### src/rtl/fifo_arb_pkg.sv
// Shared constants and width helpers for the round-robin FIFO arbiter.
package fifo_arb_pkg;

  localparam int R_DEF = 4;
  localparam int N_DEF = 4;
  localparam int M_DEF = 2;

  // Width needed to hold the values 0..n
  function automatic int cnt_w(input int n);
    return $clog2(n + 1);
  endfunction

  // Width needed to index n entries, never below one bit
  function automatic int idx_w(input int n);
    return (n > 1) ? $clog2(n) : 1;
  endfunction

endpackage

### src/rtl/fifo_core.sv
// Circular word store with wrapping head/tail pointers and occupancy count.
module fifo_core
  import fifo_arb_pkg::*;
#(
  parameter int N = N_DEF,
  parameter int M = M_DEF
) (
  input  logic                clk,
  input  logic                reset,
  input  logic                i_push,
  input  logic [M-1:0]        i_push_data,
  input  logic                i_ready,
  output logic [M-1:0]        o_data,
  output logic                o_valid,
  output logic                o_pop,
  output logic [cnt_w(N)-1:0] o_count,
  output logic                o_full
);

  localparam int CW = cnt_w(N);
  localparam int PW = idx_w(N);

  logic [M-1:0]  r_mem [N];
  logic [PW-1:0] r_head;
  logic [PW-1:0] r_tail;
  logic [CW-1:0] r_count;
  logic          w_push;
  logic          w_valid;

  function automatic logic [PW-1:0] ptr_inc(input logic [PW-1:0] p);
    if (p == PW'(N - 1)) begin
      return {PW{1'b0}};
    end else begin
      return p + PW'(1);
    end
  endfunction

  // Outputs are forced to their idle values during reset so that a reset cycle is visibly empty
  assign w_valid = !reset && (r_count != {CW{1'b0}});
  assign w_push  = i_push && !reset;
  assign o_valid = w_valid;
  assign o_pop   = w_valid && i_ready;
  assign o_data  = w_valid ? r_mem[r_head] : {M{1'b0}};
  assign o_count = reset ? {CW{1'b0}} : r_count;
  assign o_full  = !reset && (r_count == CW'(N));

  always_ff @(posedge clk) begin
    if (w_push) begin
      r_mem[r_tail] <= i_push_data;
    end
  end

  always_ff @(posedge clk) begin
    if (reset) begin
      r_head  <= {PW{1'b0}};
      r_tail  <= {PW{1'b0}};
      r_count <= {CW{1'b0}};
    end else begin
      if (w_push) begin
        r_tail <= ptr_inc(r_tail);
      end
      if (o_pop) begin
        r_head <= ptr_inc(r_head);
      end
      case ({w_push, o_pop})
        2'b10:   r_count <= r_count + CW'(1);
        2'b01:   r_count <= r_count - CW'(1);
        default: r_count <= r_count;
      endcase
    end
  end

endmodule

### src/rtl/fifo_arbiter.sv
// Round-robin arbiter feeding a shared FIFO; define FIFO_ARB_PRIO0_EN to give
// requester 0 strict priority with rotation among the remaining requesters.
module fifo_arbiter
  import fifo_arb_pkg::*;
#(
  parameter int R = R_DEF,
  parameter int N = N_DEF,
  parameter int M = M_DEF
) (
  input  logic                clk,
  input  logic                reset,
  input  logic [R-1:0]        req,
  input  logic [R*M-1:0]      data,
  output logic [R-1:0]        gnt,
  output logic [M-1:0]        out_data,
  output logic                out_valid,
  input  logic                out_ready,
  output logic [cnt_w(N)-1:0] count,
  output logic                full
);

  localparam int RW = idx_w(R);

  logic [RW-1:0] r_last;
  logic [RW-1:0] w_idx;
  logic          w_any;
  logic          w_pop;
  logic          w_full;
  logic          w_can_push;
  logic [M-1:0]  w_word;

  // A full queue still accepts a word when the head leaves in the same cycle
  assign w_can_push = !w_full || w_pop;

  always_comb begin
    int k;
    k     = 0;
    w_any = 1'b0;
    w_idx = r_last;
    if (!reset && w_can_push) begin
`ifdef FIFO_ARB_PRIO0_EN
      if (req[0]) begin
        w_any = 1'b1;
        w_idx = {RW{1'b0}};
      end else begin
        for (int i = 0; i < R - 1; i++) begin
          k = 1 + ((int'(r_last) + i) % (R - 1));
          if (!w_any && req[RW'(k)]) begin
            w_any = 1'b1;
            w_idx = RW'(k);
          end
        end
      end
`else
      for (int i = 0; i < R; i++) begin
        k = (int'(r_last) + 1 + i) % R;
        if (!w_any && req[RW'(k)]) begin
          w_any = 1'b1;
          w_idx = RW'(k);
        end
      end
`endif
    end else begin
      w_any = 1'b0;
    end
    gnt = w_any ? (R'(1) << w_idx) : {R{1'b0}};
  end

  always_comb begin
    w_word = {M{1'b0}};
    for (int j = 0; j < R; j++) begin
      if (w_idx == RW'(j)) begin
        w_word = data[j*M +: M];
      end
    end
  end

  always_ff @(posedge clk) begin
    if (reset) begin
      r_last <= RW'(R - 1);
    end else if (w_any) begin
      r_last <= w_idx;
    end
  end

  fifo_core #(
    .N (N),
    .M (M)
  ) u_core (
    .clk         (clk),
    .reset       (reset),
    .i_push      (w_any),
    .i_push_data (w_word),
    .i_ready     (out_ready),
    .o_data      (out_data),
    .o_valid     (out_valid),
    .o_pop       (w_pop),
    .o_count     (count),
    .o_full      (w_full)
  );

  assign full = w_full;

endmodule

### config.mk
export PLATFORM = sky130hd
export DESIGN_NAME = fifo_arbiter
export DESIGN_NICKNAME = d
export VERILOG_FILES = /design/src/rtl/fifo_arb_pkg.sv /design/src/rtl/fifo_core.sv /design/src/rtl/fifo_arbiter.sv
export SDC_FILE = /design/constraint.sdc
export NUM_CORES = 1
export LEC_CHECK = 0
export CAP_MARGIN = 5
export CORE_AREA = 2 2 49 55
export DETAILED_ROUTE_END_ITERATION = 10
export DIE_AREA = 0 0 51 57
export GPL_TIMING_DRIVEN = 0
export PLACE_DENSITY = 0.81
export SYNTH_ARGS = -nofsm -noshare
export SYNTH_HDL_FRONTEND = slang
export SYNTH_SLANG_ARGS = --single-unit
### constraint.sdc
create_clock -name clk -period 4.95 [get_ports clk]
set_clock_uncertainty 0.05 [all_clocks]
set_input_delay 1.2375 -clock clk [delete_from_list [all_inputs] [get_ports clk]]
set_output_delay 1.2375 -clock clk [all_outputs]
set_load 0.01 [all_outputs]
==> flow_summary.toml, run 1 <==
[status]
run_status = "finished, final reports clean"

[clock_network]
tritoncts = "yes"
root_buffer = "clkbuf_4"
htreeDepth = 1
cts_max_path_buffers = 2
cts.sinks = 19
cts.clk_slew.worst_paths_ps = 100
cts-buffers-inserted = 3
holdBufCountCts = 0
clock_latency_ps = 300

[worst_setup_path]
cp-endpoint = "gnt[2]"
path_class = "input pin to output port"
cp_data_required_time_ps = 3660
r2r_end = "u_core.r_count[2]"
r2r_cells = 9
crit_path_start_kind = "input pin"
worstPathMaxFanout = 5
crit_start = "out_ready"
critPathArrivalTime_ps = 3570
rr_startpoint = "u_core.r_count[0]"
endpoint_kind = "output port"
path_cells = "clkdlybuf4s50_1, nor4b_2, a311o_1, or4_4, xor2_4, buf_4, nor3b_1, dlygate4sd1_1"
slowest_stage = "or4_4"
max_stage_delay_ps = 590
r2r_slack_ps = 2270

[final_layout]
fin_util_pct = 65.6
drive_above_1_share_pct = 11.0
syn2layout_area_growth_pct = 28.7
fin_nets = 178
insertedDiodeCount = 0
fill_cells = 181

[drt]
wl_per_cell_um = 14.3
drc = 0
totalWireLength_mm = 2.65
drt-initial-drc-count = 50
drtPass1Iterations = 4
final_antenna_net_count = 0
via_count = 1095
vias_per_cell = 5.89

[timing]
clock.fmax_ghz = 0.206
setup_violations = 0
rsz0062_at_grt = "false"
fin_crit_sh_pct = 98.1
report.final.slew_viol_count = 0
worst_hold_slack_ps = 485
maxSlewHeadroom_pct = 59.3
hold_viol_final = 0
min_period_ps = 4860
tightestPinTransition_ps = 605

[yosys]
avgSynthCellArea_um2 = 9.79
ys_types = 38
seq_area_frac_synth_pct = 37.6
synth_warnings = 0
synth_top_area_cell = "edfxtp_1"
synth_area_um2 = 1220
synth_area_leaders = "edfxtp_1 (20%), dfxtp_1 (18%), ha_1 (6.1%)"
synth_top_area_share_pct = 19.6
ys_seq_elements = 19
synth_cells = 125
syn-num-nets = 147

[grt]
antenna_found_initial = 0
grt_max_degree = 11
grt.overflow.total = 0
grt_pass1_wl_mm = 4.52
gr-usage-all-layers_pct = 20.2
grt_pass1_vias = 1138

[die]
pin_count = 26
fp.dieW_um = 51
initial_core_util_pct = 51.0
rows = 19
core_um2 = 2400
die_area_um2 = 2910
die_h_um = 57

[power_and_ir_drop]
power_leakage_nw = 0.598
peakVddDrop_mv = 0.240
pwr_density_cell_nw_per_um2 = 390

[flow_run]
max-cap-violations = 0

[placed_design]
dpl.hpwl_mm = 2.06
placement.io_buffers = 24
gp_congestion = 0.823

[hold_path]
hold_path.class = "register to register"
worst_hold_startpoint = "u_core.r_tail[0]"
-- area by class of cell --
class | count | area [um^2] | share of cell area, %
plain buffers | 7 | 33.8 | 2.14
clock buffers | 4 | 26.3 | 1.67
inverters | 6 | 22.5 | 1.43
multi-input cells | 93 | 743 | 47.2
flip-flops and latches | 19 | 460 | 29.2
well taps | 31 | 38.8 | 2.46
repair buffers | 26 | 250 | 15.9
-- repair_timing --
| item | 4_1_cts | 5_1_grt |
|---|---|---|
| buffers inserted | 2 | 0 |
| endpoints found under the setup margin | 4 | 2 |
| pin swaps | 1 | 0 |
| cloned | 0 | 0 |
| endpoints found under the hold margin | 0 | 0 |
| gates resized for setup | 8 | 6 |
-- power breakdown --
part,leakage [nW],internal (W),switching (W)
logic,0.420,0.000153,0.000154
registers,0.163,0.000211,0.0000203
clock network,0.0150,0.0000314,0.0000448
total,0.598,0.000395,0.000219
-- cells by family after synthesis --
family | count (synthesis) | synth area share (%)
AOI/OAI and AO/OA | 20 | 11.5
xor gates and xnor gates | 3 | 2.76
adders and majority gates | 7 | 7.77
buffers and inverters | 13 | 4.60
DFF | 19 | 37.6
muxes | 7 | 7.77
and+or+nand+nor | 56 | 28.0
-- critical path, delay by kind of cell --
kind                      cells  cell delay [ps]
and+or+nand+nor               3              860
AOI/OAI and AO/OA             1              330
xor gates and xnor gates      1              230
buffers and inverters         3              920
-- through the flow --
step	TNS, ps	worst slack, ps	total power, W	cell area (um^2)	cells
6_report	0	93.2	0.000614	1580	186
5_1_grt	0	1.52	0.000654	1580	186
4_1_cts	0	40.3	0.000608	1550	186
3_5_place_dp	-570	-231	0.000511	1500	180
3_3_place_gp	-479	-201	0.000498	1500	180
2_1_floorplan	0	823	0.000423	1220	125
-- how the worst min path moves through the flow --
stage / endpoint / slack [ps] / depth (start not counted)
after global routing: u_core.r_tail[0] / 530 / 2
after floorplan: u_core.r_count[2] / 430 / 2
final: u_core.r_tail[0] / 480 / 2
after detailed placement: u_core.r_count[2] / 470 / 2
after global placement: u_core.r_count[2] / 440 / 2
after CTS: u_core.r_count[2] / 490 / 2
-- cells in the final DEF (no fill, tap or decap), types with 2 or more instances in the layout --
cell type / count
inv_1: 6
ha_1: 6
edfxtp_1: 8
o31ai_1: 2
nor2_1: 15
dfxtp_1: 11
buf_4: 2
o21ai_0: 5
nor4_1: 4
dlygate4sd2_1: 5
clkdlybuf4s50_1: 17
nor4b_1: 4
and2b_1: 2
o311ai_0: 4
mux4_2: 2
nor2b_1: 2
nand3b_1: 5
nand2_1: 5
mux2i_1: 4
clkbuf_1: 7
a211oi_1: 2
a21oi_1: 3
clkbuf_4: 3
xor2_1: 2
and2_1: 7
-- layer usage --
layer | vias to the layer above | track usage, % | wire length (um)
met1 | 512 | 20.5 | 1040
met2 | 53 | 38.4 | 1390
met3 | 10 | 2.09 | 134
met4 | 0 | 12.4 | 86
met5 | - | 0 | 0
li1 | 520 | - | -
-- Yosys cell counts --
cell / n
nor2_1: 15
dfxtp_1: 11
edfxtp_1: 8
and2_1: 7
clkbuf_1: 6
ha_1: 6
inv_1: 6
mux2i_1: 5
nand2_1: 5
nand3b_1: 5
nor4_1: 5
nor4b_1: 5
o21ai_0: 5
o311ai_0: 4
a21oi_1: 3
a211oi_1: 2
and2b_1: 2
mux4_2: 2
nor2b_1: 2
o31ai_1: 2
xor2_1: 2
a22o_1: 1
a311o_1: 1
and3_1: 1
and3_2: 1
buf_6: 1
fa_1: 1
nor2b_4: 1
nor3_1: 1
nor3_2: 1
nor3b_1: 1
o21bai_1: 1
o31a_1: 1
or3_1: 1
or3b_2: 1
or4_1: 1
or4_4: 1
xor2_2: 1
Power figures use the tool's default switching activity.
==> run 2, diff against run 1 <==
CORE_AREA = 2 2 48 55   (was 2 2 49 55)
CTS_BUF_LIST = sky130_fd_sc_hd__clkbuf_8   (was unset)
DIE_AREA = 0 0 50 57   (was 0 0 51 57)
PLACE_DENSITY = 0.83   (was 0.81)
==> flow_summary.toml, run 2 (synthesis results as in run 1) <==
[worst_setup_path]
r2r_cells = 9
path_class = "input pin to output port"
critPathArrivalTime_ps = 3550
worstPathMaxFanout = 5
r2r_slack_ps = 2320
r2r_end = "u_core.r_count[2]"
endpoint_kind = "output port"
crit_path_start_kind = "input pin"
cp_data_required_time_ps = 3660
rr_startpoint = "u_core.r_count[2]"

[timing]
report.final.slew_viol_count = 0
maxSlewHeadroom_pct = 51.1
setup_violations = 0
tightestPinTransition_ps = 727
clock.fmax_ghz = 0.207
fin_crit_sh_pct = 97.8
min_period_ps = 4840
worst_hold_slack_ps = 479
hold_viol_final = 0
fin_ws_ps = 108
fin_tns_setup_ps = 0

[power_and_ir_drop]
pwr_density_cell_nw_per_um2 = 402
p_int_w = 0.000414
p_sw_share_pct = 34.6
peakVddDrop_mv = 0.234
seq_power_share_pct = 36.9
power_leakage_nw = 0.576
pwr-share-clk_pct = 16.3
p_comb_share_pct = 46.8
p_switching_w = 0.000219

[clock_network]
clock_latency_ps = 250
htreeDepth = 1
cts.sinks = 19
cts_max_path_buffers = 2
cts.clk_slew.worst_paths_ps = 70
root_buffer = "clkbuf_8"
cts-buffers-inserted = 3
tritoncts = "yes"

[drt]
drtPass1Iterations = 4
via_count = 1050
drt-initial-drc-count = 14
wl_per_cell_um = 14.2
totalWireLength_mm = 2.63
drc = 0
vias_per_cell = 5.68
final_antenna_net_count = 0

[final_layout]
syn2layout_area_growth_pct = 28.5
final_common_cell = "clkdlybuf4s50_1"
insertedDiodeCount = 0
multiInputGateArea_um2 = 728
fill_cells = 186
seq_area_um2 = 460
layout.cells.non_filler = 185
drive_above_1_share_pct = 9.74
fin_nets = 177
layout_common_cells = "clkdlybuf4s50_1 (21), nor2_1 (15), dfxtp_1 (11), edfxtp_1 (8)"

[placed_design]
gp_congestion = 0.866
dpl_worst_slack_ps = -313
placement.io_buffers = 24
place_inst = 180
dpl.hpwl_mm = 2.09

[status]
run_status = "finished, final reports clean"

[grt]
grt_pass1_wl_mm = 4.40
antenna_found_initial = 0
gr-usage-all-layers_pct = 19.9
grt_pass1_vias = 1038
grt_max_degree = 11
grt.overflow.total = 0

[die]
fp.dieW_um = 50
rows = 19
die_area_um2 = 2850
initial_core_util_pct = 52.0
die_h_um = 57
pin_count = 26
core_um2 = 2350

[hold_path]
worst_hold_startpoint = "u_core.r_tail[0]"
hold_path.class = "register to register"
hold_depth = 2
hold_end = "u_core.r_tail[0]"

[flow_run]
max-cap-violations = 0
run 2: worst max-delay path by stage:
stage / depth (start not counted) / from / slack, ps / endpoint
global placement: 7 / out_ready / -170 / gnt[2]
floorplan: 5 / reset / 820 / gnt[2]
finish: 7 / req[2] / 110 / gnt[0]
global route: 7 / req[1] / -0.4 / gnt[1]
CTS: 6 / req[1] / 70 / gnt[0]
detailed placement: 7 / req[3] / -310 / gnt[2]
run 2: through the flow:
stage | total power, W | cell area, um^2 | utilization [%]
floorplan | 0.000423 | 1220 | -
global placement | 0.000495 | 1500 | 63.8
detailed placement | 0.000513 | 1500 | 63.8
CTS | 0.000628 | 1570 | 66.7
global route | 0.000672 | 1570 | 66.8
finish | 0.000632 | 1570 | 66.8
run 2: final cells by class:
cell class / count / share of cell area, %
multi-input combinational: 93 / 46.3
sequential: 19 / 29.3
timing repair buffer: 25 / 15.5
clock buffer: 3 / 2.63
tap: 31 / 2.47
buffer: 7 / 2.15
inverter: 6 / 1.43
clock inverter: 1 / 0.239
run 2: worst max-delay path, cell delays in order:
cell	delay, ps
clkdlybuf4s50_1	530
o21bai_1	90
a311o_1	310
or4_4	470
xor2_4	200
and3_2	200
clkdlybuf4s50_1	530
run 2: per-layer routing:
| metal | global-route usage (%) | vias to the layer above | share of wire (%) |
|---|---|---|---|
| met1 | 21.8 | 495 | 40 |
| met5 | 0 | - | 0 |
| li1 | - | 518 | - |
| met4 | 6.35 | 0 | 0 |
| met2 | 38.7 | 37 | 56 |
| met3 | 2.62 | 0 | 3.9 |
run 2: timing repair:
action                                  4_1_cts  5_1_grt
buffers inserted                              1        0
hold buffers                                  0        0
pin swaps                                     2        1
resized for setup                             5        1
endpoints found under the setup margin        4        3
run 2: power groups by stage:
stage               Clock, W  Sequential, W  Combinational, W
floorplan                  0       0.000229          0.000194
global placement           0       0.000233          0.000262
CTS                 0.000103       0.000233          0.000292
detailed placement         0       0.000236          0.000278
global route        0.000107       0.000237          0.000328
finish              0.000103       0.000233          0.000296
